<file path="src/rtl/cpu_bus_pkg.sv">
// cpu_bus_pkg: shared vector addresses, vector FSM states and bus snapshot type
package cpu_bus_pkg;
  localparam logic [14:0] VEC_LO_ADDR = 15'h7FFC;
  localparam logic [14:0] VEC_HI_ADDR = 15'h7FFD;
  typedef enum logic [1:0] {IDLE = 2'b00, SAW_FC = 2'b01, FIRE = 2'b10} vec_state_e;
  typedef struct packed {
    logic        romsel;
    logic        rw;
    logic [14:0] addr;
    logic [7:0]  data;
  } snap_t;
endpackage

</file>
<file path="src/rtl/bit_sync.sv">
// bit_sync: STAGES-deep flop synchroniser (clk, async rst, d in, q out)
module bit_sync #(
  parameter int STAGES = 2
) (
  input  logic clk,
  input  logic rst,
  input  logic d,
  output logic q
);
  logic [STAGES-1:0] sync_q, sync_d;
  always_comb sync_d = {sync_q[STAGES-2:0], d};
  always_ff @(posedge clk or posedge rst)
    if (rst) sync_q <= '0;
    else     sync_q <= sync_d;
  assign q = sync_q[STAGES-1];
endmodule

</file>
<file path="src/rtl/cpu_bus_monitor.sv">
// cpu_bus_monitor: syncs NES CPU bus to clk; emits write strobes, vector-fetch soft_reset and m2_active
module cpu_bus_monitor
  import cpu_bus_pkg::*;
#(
  parameter int SYNC_STAGES = 2,
  parameter int IDLE_CYCLES = 255
) (
  input  logic        clk,
  input  logic        reset,
  input  logic        m2,
  input  logic        romsel,
  input  logic        cpu_rw_in,
  input  logic [14:0] cpu_addr_in,
  input  logic [7:0]  cpu_data_in,
  output logic        wr_strobe,
  output logic [14:0] wr_addr,
  output logic [7:0]  wr_data,
  output logic        soft_reset,
  output logic        m2_active
);
  localparam logic [15:0] IDLE_MAX = 16'(IDLE_CYCLES);
  logic m2_s, romsel_s, rw_s, rise, fall, cap, rd;
  logic m2_prev_q, m2_prev_d, wr_strobe_q, wr_strobe_d, active_q, active_d;
  logic [14:0] wr_addr_q, wr_addr_d;
  logic [7:0] wr_data_q, wr_data_d;
  logic [15:0] cnt_q, cnt_d;
  vec_state_e state_q, state_d;
  snap_t snap, com;
  snap_t [SYNC_STAGES:0] pipe_q, pipe_d;
  bit_sync #(.STAGES(SYNC_STAGES)) u_m2     (.clk(clk), .rst(reset), .d(m2),        .q(m2_s));
  bit_sync #(.STAGES(SYNC_STAGES)) u_romsel (.clk(clk), .rst(reset), .d(romsel),    .q(romsel_s));
  bit_sync #(.STAGES(SYNC_STAGES)) u_rw     (.clk(clk), .rst(reset), .d(cpu_rw_in), .q(rw_s));
  always_comb begin
    snap        = {romsel_s, rw_s, cpu_addr_in, cpu_data_in};
    pipe_d      = {pipe_q[SYNC_STAGES-1:0], snap};
    com         = pipe_q[SYNC_STAGES];
    m2_prev_d   = m2_s;
    rise        = ~m2_prev_q & m2_s;
    fall        = m2_prev_q & ~m2_s;
    cap         = fall & active_q & ~com.romsel;
    rd          = cap & com.rw;
    wr_strobe_d = cap & ~com.rw;
    wr_addr_d   = wr_strobe_d ? com.addr : wr_addr_q;
    wr_data_d   = wr_strobe_d ? com.data : wr_data_q;
    state_d     = !active_q         ? IDLE :
                  state_q == FIRE   ? IDLE :
                  !fall             ? state_q :
                  !rd               ? IDLE :
                  com.addr == VEC_LO_ADDR ? SAW_FC :
                  (state_q == SAW_FC && com.addr == VEC_HI_ADDR) ? FIRE : IDLE;
    cnt_d       = (rise | fall) ? '0 : cnt_q == IDLE_MAX ? cnt_q : cnt_q + 16'd1;
    active_d    = rise | (active_q & (cnt_d != IDLE_MAX));
  end
  always_ff @(posedge clk or posedge reset)
    if (reset) begin
      pipe_q      <= '0;
      m2_prev_q   <= 1'b0;
      wr_strobe_q <= 1'b0;
      wr_addr_q   <= '0;
      wr_data_q   <= '0;
      state_q     <= IDLE;
      cnt_q       <= '0;
      active_q    <= 1'b0;
    end else begin
      pipe_q      <= pipe_d;
      m2_prev_q   <= m2_prev_d;
      wr_strobe_q <= wr_strobe_d;
      wr_addr_q   <= wr_addr_d;
      wr_data_q   <= wr_data_d;
      state_q     <= state_d;
      cnt_q       <= cnt_d;
      active_q    <= active_d;
    end
  assign wr_strobe  = wr_strobe_q;
  assign wr_addr    = wr_addr_q;
  assign wr_data    = wr_data_q;
  assign soft_reset = state_q == FIRE;
  assign m2_active  = active_q;
endmodule

</file>
<file path="config.mk">
export PLATFORM = sky130hd
export DESIGN_NAME = cpu_bus_monitor
export DESIGN_NICKNAME = d
export VERILOG_FILES = /design/src/rtl/cpu_bus_pkg.sv /design/src/rtl/bit_sync.sv /design/src/rtl/cpu_bus_monitor.sv
export SDC_FILE = /design/constraint.sdc
export NUM_CORES = 1
export LEC_CHECK = 0
export ABC_AREA = 1
export CAP_MARGIN = 40
export CORE_MARGIN = 10
export CORE_UTILIZATION = 45
export CTS_BUF_LIST = sky130_fd_sc_hd__clkbuf_2 sky130_fd_sc_hd__clkbuf_4 sky130_fd_sc_hd__clkbuf_8
export DETAILED_ROUTE_END_ITERATION = 10
export PLACE_DENSITY = 0.79
export SETUP_SLACK_MARGIN = 0.2
export SLEW_MARGIN = 10
export SYNTH_ARGS = -nofsm -noshare
export SYNTH_HDL_FRONTEND = slang
export SYNTH_SLANG_ARGS = --single-unit
</file>
<file path="constraint.sdc">
create_clock -name clk -period 5.05 [get_ports clk]
set_input_delay 1.01 -clock clk [delete_from_list [all_inputs] [get_ports clk]]
set_output_delay 1.01 -clock clk [all_outputs]
set_load 0.02 [all_outputs]
</file>
==> out/metrics.yaml, run 1 <==
syn_area_um2: 4230
drcViolationCount: 0
cts_setup_buffers: 0
ys.flop_type: "dfrtp_1"
tightest_slew_ns: 0.471
slew_viol_final: 0
dieArea_um2: 13700
ys_seq_area_share_pct: 73.9
power.switching_uw: 556
min_path_cells: 0
reg2reg_slack_ns: 3.04
wire_per_inst_um: 14.1
crit_family: "buffers and inverters"
grt_antenna_before_repair: 0
ys_ff_latch: 125
irDropWorstVdd_uv: 327
htree_num_levels: 4
hold_buffers: 0
initial_core_util_pct: 46.0
die_w_um: 117
worstHoldEndpoint: "pipe_d[65]$_DFF_PP0_"
cts_buffers: 17
cts_root_buf: "clkbuf_8"
area_growth_syn_to_layout_pct: 27.6
clkPwrFrac_pct: 42.5
synth_edf_count: 0
rsz0062_at_grt: "false"
synth_nets: 407
hold_class: "reg -> reg"
drive_gt1_share_pct: 10.0
syn_inst: 376
fin_crit_ns: 2.64
crit_path_end_kind: "primary output"
hpwl_um: 5420
power_frac_seq_pct: 47.4
max_freq_ghz: 0.379
via_per_inst: 4.74
status: "completed"
nNetsFinal: 477
cts.sinks: 125
min_from: "pipe_d[40]$_DFF_PP0_"
grt_max_degree: 66
num_vias: 2695
path_max_fanout: 2
path_cells: "inv_1 -> nand2_1 -> inv_1 -> clkdlybuf4s50_1"
powerDensity_nw_per_um2: 437
power.internal_mw: 1.80
grt_pass1_vias: 2847
finClkSkew_ns: 0.00831
dr.first_iter.drc_count: 168
p_leak_nw: 2.64
place.gp.congestion: 0.849
post_cts_resized: 0
pin_count: 54
clock_path_buffers: 2
postRouteAntennaNets: 0
max_stage_delay_ns: 0.60
rows: 35
p_comb_share_pct: 10.1
drt-pass1-iter-count: 4
critical_path_buf_inv_count: 3
arrival_ns: 1.63
cts_tree: "yes"
grt_use_total_pct: 12.3
critPathRequiredTime_ns: 4.04
synthArstFlopShare_pct: 100
insertion_delay_ns: 0.42
p_sw_share_pct: 23.6
yosys_warnings: 0
fp.dieH_um: 117
cap_violations: 0
fin_crit_sh_pct: 52.2
crit_path_top_delay_cell: "clkdlybuf4s50_1"
grt_pass1_wl_um: 12800
hold_viol: 0
critPathKind: "reg -> out"
fill_cells: 701
r2r-start: "u_m2.sync_q[1]$_DFF_PP0_"
cpMostUsedCell: "inv_1"
port_buffers: 53
clkTransAtPathRegs_ns: 0.07
syn_avg_cell_area_um2: 11.3
layoutNonFillerInstCount: 569
core_um2: 9200
critPathLaunchType: "register"
relSlewSlack_pct: 68.5
postRouteWirelength_um: 8030
diodes: 0
setup_violations: 0
rr_endpoint: "m2_active$_DFF_PP0_"
r2r_cells: 10
place_inst: 538
synth_cell_type_count: 24
setup_tns_ns: 0
grt-ovfl-total: 0
finalPower_mw: 2.36
[cell families (layout without fill, tap and decap cells)]
| kind of cell | after synthesis | after routing | share of synthesized area [%] |
|---|---|---|---|
| AO/OA/AOI/OAI | 14 | 14 | 1.86 |
| XOR/XNOR | 3 | 3 | 0.621 |
| adder cells (fa/ha/maj) | 3 | 3 | 0.887 |
| buffers and inverters | 50 | 132 | 4.64 |
| flip-flops | 125 | 125 | 73.9 |
| AND/OR/NAND/NOR | 181 | 181 | 18.1 |
[placed cells by master (no fill, tap or decap), types with 5 or more instances in the layout]
cell             synthesis  layout
dfrtp_1                125     125
clkbuf_8                 0      19
nor2_1                  33      33
nand3_1                 22      22
o21ai_0                  8       8
clkdlybuf4s50_1          0      53
bufinv_16                0       5
inv_1                   43      42
nand4_1                  6       6
nand2_1                107     107
nand2_2                  6       6
[through the flow]
stage / setup slack, ns / cell area [um2] / util, % / hold slack (ns)
2_1_floorplan: 0.712 / 4230 / - / 0.331
3_3_place_gp: 2.34 / 4890 / 53.2 / 0.331
3_5_place_dp: 2.54 / 4930 / 53.6 / 0.335
4_1_cts: 2.39 / 5400 / 58.7 / 0.350
5_1_grt: 2.33 / 5400 / 58.7 / 0.352
6_report: 2.41 / 5400 / 58.7 / 0.348
[worst reg2reg max path: stages (launching register included)]
cell and delay [ns]:
dfrtp_1 0.41, ha_1 0.59, inv_1 0.21, nor2_1 0.14, nand2_1 0.08, nor2_1 0.13
nand2_1 0.09, nor2_1 0.10, nand2_1 0.06, nand2_1 0.06, nand2_1 0.05
[synth_stat cells, types with 2 or more instances]
master | number | area, um2
nand2_2 | 6 | 37.5
clkbuf_1 | 4 | 15.0
nor4_1 | 3 | 18.8
ha_1 | 3 | 37.5
o21ai_0 | 8 | 40.0
nor2_1 | 33 | 124
inv_1 | 43 | 161
dfrtp_1 | 125 | 3130
nand4_1 | 6 | 37.5
nand2_1 | 107 | 402
xor2_1 | 2 | 17.5
nand3_1 | 22 | 110
a21oi_1 | 2 | 10.0
nor2_4 | 2 | 22.5
[registers in the layout, summed over array words and instances (netlist names), 2 cells and up]
name	cells
pipe_d	50
com	25
cnt_q	16
wr_addr	15
wr_data	8
state_q	2
u_m2.sync_q	2
u_romsel.sync_q	2
u_rw.sync_q	2
[per-layer routing]
layer  vias up  GRT usage [%]  share of wire, %
li1       1298              -                 -
met1      1309           12.6                39
met2        78           22.2                55
met3        10           4.49               5.0
met4         0           5.19              0.90
met5         -              0                 0
[worst max path at each step]
stage	start	end	slack, ns	cells after the start
2_1_floorplan	reset	cnt_q[0]$_DFF_PP0_	0.71	1
3_3_place_gp	reset	wr_data[1]$_DFFE_PP0P_	2.34	3
3_5_place_dp	reset	wr_data[0]$_DFFE_PP0P_	2.54	4
4_1_cts	state_q[0]$_DFFE_PP0P_	soft_reset	2.39	4
5_1_grt	state_q[0]$_DFFE_PP0P_	soft_reset	2.33	4
6_report	state_q[0]$_DFFE_PP0P_	soft_reset	2.41	4
[power groups by stage]
stage	sequential, mW	clock (mW)	combinational (mW)
finish	1.12	1.00	0.239
global route	1.13	1.07	0.261
CTS	1.12	1.02	0.244
detailed placement	1.14	0	0.242
global placement	1.13	0	0.233
floorplan	1.17	0	0.0668
[cell type report]
type	instances	area, um2	area share, %
Sequential cell	125	3130	57.9
Multi-Input combinational cell	201	908	16.8
Timing Repair Buffer	57	588	10.9
Clock buffer	19	262	4.84
Clock inverter	12	208	3.85
Inverter	44	168	3.10
Tap cell	111	139	2.57
Note: power is estimated with default switching activity, not from simulation.
==> run 2, diff against run 1 <==
Clock period 5.05 ns to 2.7 ns, I/O delays scaled along.
==> out/metrics.yaml, run 2 (same netlist as run 1, synthesis figures left out) <==
critical_path_buf_inv_count: 3  # unchanged
fin_crit_ns: 2.16
grt_max_degree: 89  # was 66
max_freq_ghz: 0.463
grt_use_total_pct: 12.1  # was 12.3%
dr.first_iter.drc_count: 155  # was 168
cap_violations: 0  # unchanged
cts_root_buf: "clkbuf_8"  # unchanged
post_cts_resized: 0  # unchanged
drive_gt1_share_pct: 10.0  # unchanged
clkPwrFrac_pct: 38.0  # was 42.5%
layout.cells.most_common: "dfrtp_1"  # unchanged
irDropWorstVdd_uv: 535  # was 327 uV
hold_viol: 0  # unchanged
p_leak_nw: 2.59  # was 2.64 nW
insertion_delay_ns: 0.41  # was 0.42 ns
hold_buffers: 0  # unchanged
pin_count: 54  # unchanged
rows: 35  # unchanged
status: "completed"  # unchanged
htree_num_levels: 4  # unchanged
rsz0062_at_grt: "false"  # unchanged
initial_core_util_pct: 46.0  # unchanged
grt_pass1_vias: 2805  # was 2847
layout.cells.most_common_list: "125 x dfrtp_1, 107 x nand2_1, 53 x clkdlybuf4s50_1"  # unchanged
grt-ovfl-total: 0  # unchanged
num_vias: 2645  # was 2695
dieArea_um2: 13700  # unchanged
area_growth_syn_to_layout_pct: 25.4  # was 27.6%
crit_path_top_delay_cell: "clkdlybuf4s50_1"  # unchanged
power_frac_seq_pct: 51.2  # was 47.4%
drcViolationCount: 0  # unchanged
cts_tree: "yes"  # unchanged
critPathLaunchType: "register"  # unchanged
place.gp.congestion: 0.859  # was 0.849
diodes: 0  # unchanged
hpwl_um: 5330  # was 5420 um
relSlewSlack_pct: 46.1  # was 68.5%
hold_class: "reg -> reg"  # unchanged
power.switching_mw: 1.02  # was 556 uW
drt-pass1-iter-count: 4  # unchanged
grt_pass1_wl_um: 12800  # about the same
critPathKind: "reg -> out"  # unchanged
cts_buffers: 17  # unchanged
postRouteWirelength_um: 7400  # was 8030 um
p_comb_share_pct: 10.8  # was 10.1%
wire_per_inst_um: 13.0  # was 14.1 um
core_um2: 9200  # unchanged
clkTransAtPathRegs_ns: 0.07  # about the same
cts_setup_buffers: 0  # unchanged
dp_slack_ns: 0.755  # was 2.54 ns
grt_antenna_before_repair: 0  # unchanged
slew_viol_final: 0  # unchanged
final.setup.worst_slack_ns: 0.539  # was 2.41 ns
nNetsFinal: 477  # unchanged
arrival_ns: 1.62  # was 1.63 ns
power.internal_mw: 3.06  # was 1.80 mW
path_max_fanout: 2  # unchanged
tightest_slew_ns: 0.808  # was 0.471 ns
setup_tns_ns: 0  # unchanged
crit_family: "buffers and inverters"  # unchanged
largest_reg_flops: 50  # unchanged
clock_path_buffers: 2  # unchanged
via_per_inst: 4.65  # was 4.74
powerDensity_nw_per_um2: 769  # was 437 nW/um2
max_stage_delay_ns: 0.61  # was 0.60 ns
cts.sinks: 125  # unchanged
hold_ws_ns: 0.347  # was 0.348 ns
setup_violations: 0  # unchanged
die_w_um: 117  # unchanged
crit_path_end_kind: "primary output"  # unchanged
fp.dieH_um: 117  # unchanged
fin_crit_sh_pct: 80.0
path_cells: "inv_1 -> nand2_1 -> inv_1 -> clkdlybuf4s50_1"  # unchanged
p_sw_share_pct: 25.0  # was 23.6%
cpMostUsedCell: "inv_1"  # unchanged
port_buffers: 53  # unchanged
critPathRequiredTime_ns: 2.16  # was 4.04 ns
finClkSkew_ns: 0.0121  # was 0.00831 ns
postRouteAntennaNets: 0  # unchanged
run 2: cell count changes in the layout (fill, tap and decap cells not counted), sizes merged:
cell,previous run,this run
bufinv,5,2
clkbuf,19,18
clkinv,2,5
clkinvlp,3,5
inv,46,45
run 2: worst paths after layout:
| kind | start | to | slack [ns] | depth (start not counted) |
|---|---|---|---|---|
| setup reg to reg | cnt_q[0]$_DFF_PP0_ | m2_active$_DFF_PP0_ | 0.76 | 14 |
| setup / recovery | state_q[0]$_DFFE_PP0P_ | soft_reset | 0.54 | 4 |
| hold / removal | pipe_d[58]$_DFF_PP0_ | com[8]$_DFF_PP0_ | 0.35 | 0 |
| hold reg to reg | pipe_d[58]$_DFF_PP0_ | com[8]$_DFF_PP0_ | 0.35 | 0 |
| min in group asynchronous | reset | cnt_q[2]$_DFF_PP0_ | 0.54 | 3 |
| max in group asynchronous | reset | cnt_q[10]$_DFF_PP0_ | 1.74 | 3 |
run 2: routing by layer:
metal | vias to the layer above | part of all wire, % | GRT usage, %
met2 | 61 | 54 | 20.7
met4 | 0 | 0.82 | 4.45
met3 | 9 | 6.4 | 5.61
met1 | 1271 | 39 | 12.8
met5 | - | 0 | 0
li1 | 1304 | - | -
run 2: through the flow:
| stage | util [%] | power, mW | cell area [um2] | std cells |
|---|---|---|---|---|
| after global routing | 57.7 | 4.28 | 5310 | 569 |
| after detailed placement | 53.5 | 2.58 | 4920 | 538 |
| after floorplan | - | 2.32 | 4240 | 376 |
| after CTS | 57.7 | 4.14 | 5310 | 569 |
| after global placement | 53.5 | 2.56 | 4920 | 538 |
| final | 57.7 | 4.08 | 5310 | 569 |
run 2: worst register-to-register path, stage by stage, from the launching register on:
cell and delay (ns):
dfrtp_1 0.41, ha_1 0.25, nand2_2 0.09, nor2_4 0.16, nand2_2 0.09, inv_2 0.07
nand2_2 0.15, nand2_1 0.10, nand2_1 0.05, nor2_1 0.13, nand3_1 0.09, nor2_1 0.10
nand2_1 0.06, nand2_1 0.05, nand2_1 0.04
run 2: final cells by class:
cell class,instances,area (um2)
timing repair buffer,57,573
clock inverter,13,143
multi-input combinational,201,908
tap,111,139
fill,749,3890
clock buffer,18,248
inverter,44,169
sequential,125,3130
run 2: power by group through the flow:
stage	logic (mW)	registers, mW	clock network, mW
5_1_grt	0.486	2.11	1.69
4_1_cts	0.454	2.09	1.60
6_report	0.441	2.09	1.55
3_3_place_gp	0.440	2.12	0
3_5_place_dp	0.453	2.13	0
2_1_floorplan	0.125	2.20	0
==> edit: new RTL, config.mk and constraints of run 1 <==
`wr_addr_q` no longer has a reset.
--- a/src/rtl/cpu_bus_monitor.sv
+++ b/src/rtl/cpu_bus_monitor.sv
@@ -57,5 +57,4 @@
       m2_prev_q   <= 1'b0;
       wr_strobe_q <= 1'b0;
-      wr_addr_q   <= '0;
       wr_data_q   <= '0;
       state_q     <= IDLE;
@@ -66,5 +65,4 @@
       m2_prev_q   <= m2_prev_d;
       wr_strobe_q <= wr_strobe_d;
-      wr_addr_q   <= wr_addr_d;
       wr_data_q   <= wr_data_d;
       state_q     <= state_d;
@@ -72,4 +70,8 @@
       active_q    <= active_d;
     end
+
+  always_ff @(posedge clk) begin
+    wr_addr_q <= wr_addr_d;
+  end
   assign wr_strobe  = wr_strobe_q;
   assign wr_addr    = wr_addr_q;
Behaviour: differs if reset is asserted again (counterexample within 10 cycles, from zero or initial values and one cycle with reset high); with reset held inactive, the same outputs for 10 cycles.
==> edit against run 1 <==
Design area fell by 1.8%. Combinational power fell by 45%. Routed wire length fell by 11%. Non-clock buffer count fell by 1. Sequential cell count did not move. Power fell by 5.3%. Area after synthesis fell by 2.4%. Worst setup slack got worse by 0.0095 ns. Largest cell class unchanged. Largest power group unchanged.
==> edit: results <==
{
  "status": "finished, final reports clean",
  "clkLatencyLatePin_ns": 0.41,
  "vdd_drop_max_uv": 251,
  "synth-edff-count": 15,
  "root_buffer": "clkbuf_8",
  "portBuffers": 53,
  "cts_resized": 0,
  "nNetsFinal": 436,
  "dr.pass1.iters": 5,
  "cts_setup_buffers": 0,
  "relSlewSlack_pct": 62.0,
  "grt_max_degree": 58,
  "pg_comb_uw": 131,
  "clk_path_buf_depth": 2,
  "yosysWarningCount": 0,
  "vias_per_cell": 4.63,
  "largest_reg_flops": 50,
  "yosysSeqAreaShare_pct": 77.5,
  "cp.arrival_ns": 1.64,
  "cpLargestDelayFamily": "buffers and inverters",
  "min_from": "pipe_d[55]$_DFF_PP0_",
  "worst_path_max_delay_cell": "clkdlybuf4s50_1",
  "hpwl_um": 5070,
  "grt_pass1_wl_um": 12000,
  "clkPwrFrac_pct": 45.1,
  "timing.rr.start": "cnt_q[0]$_DFF_PP0_",
  "cts-buffers-inserted": 17,
  "gp_congestion": 0.885,
  "startpoint": "state_q[0]$_DFFE_PP0P_",
  "slowest_delay_ns": 0.60,
  "p_sw_uw": 495,
  "drive_gt1_share_pct": 11.5,
  "synth_area_leaders": "dfrtp_1 67%, edfxtp_1 11%, nand2_1 7.3%",
  "synth.distinct_cells": 24,
  "drt_wl_total_um": 7160,
  "drt_iter0_markers": 186,
  "async_flop_share_pct": 88.0,
  "htree_num_levels": 4,
  "antenna_found_initial": 0,
  "fin_skew_ns": 0.00934,
  "grt_pass1_vias": 2443,
  "insertedDiodeCount": 0,
  "max_cap_viol_count": 0,
  "syn-num-nets": 363,
  "hp-class": "flip-flop to flip-flop",
  "gr-usage-all-layers_pct": 11.7,
  "leakagePower_nw": 2.49,
  "clkSlewWorstSetupHoldPaths_ns": 0.08,
  "crit_fanout": 3,
  "synth_common_cells": "110 x dfrtp_1, 80 x nand2_1, 37 x inv_1, 32 x nor2_1, 21 x nand3_1"
}
==> edit: cell families after synthesis <==
family                     share of synthesized area [%]
xor gates and xnor gates                           0.636
adders and majority gates                          0.908
DFF                                                 77.5
buffers and inverters                               4.03
AOI/OAI and AO/OA                                  0.969
and+or+nand+nor                                     16.0
==> edit: final timing paths <==
check / endpoint / slack, ns / cells past startpoint
min in group asynchronous: cnt_q[5]$_DFF_PP0_ / 0.93 / 2
max in group asynchronous: com[16]$_DFF_PP0_ / 3.47 / 3
worst max register to register: m2_active$_DFF_PP0_ / 3.05 / 12
worst max-delay path: soft_reset / 2.40 / 4
worst min-delay path: com[5]$_DFF_PP0_ / 0.34 / 0
worst min register to register: com[5]$_DFF_PP0_ / 0.34 / 0
==> edit: through the flow <==
step	hold slack (ns)	setup WS (ns)	area [sq um]	instances	total power, mW
6_report	0.343	2.40	5300	526	2.23
5_1_grt	0.353	2.27	5300	526	2.33
4_1_cts	0.347	2.35	5300	526	2.26
3_5_place_dp	0.335	2.83	4830	494	1.25
3_3_place_gp	0.331	2.51	4790	492	1.24
2_1_floorplan	0.331	1.14	4130	332	1.17
==> edit: metal layers <==
metal	track usage (%)	vias up	wire length (um)
li1	-	1193	-
met1	14.7	1160	3120
met2	17.6	75	3530
met3	4.34	7	421
met4	6.01	0	93
met5	0	-	0
==> edit: final cells by class <==
cell class / count / area, sq um
Fill cell: 693 / 3550
Sequential cell: 125 / 3200
Multi-Input combinational cell: 165 / 763
Timing Repair Buffer: 56 / 577
Clock buffer: 18 / 241
Clock inverter: 14 / 230
Inverter: 40 / 153
Tap cell: 108 / 135
==> edit: worst reg2reg max path, delay by kind of cell, from the launching register on <==
kind,cells,cell delay [ns]
AND/OR/NAND/NOR,11,1.22
flip-flops,1,0.42
adder cells (fa/ha/maj),1,0.25
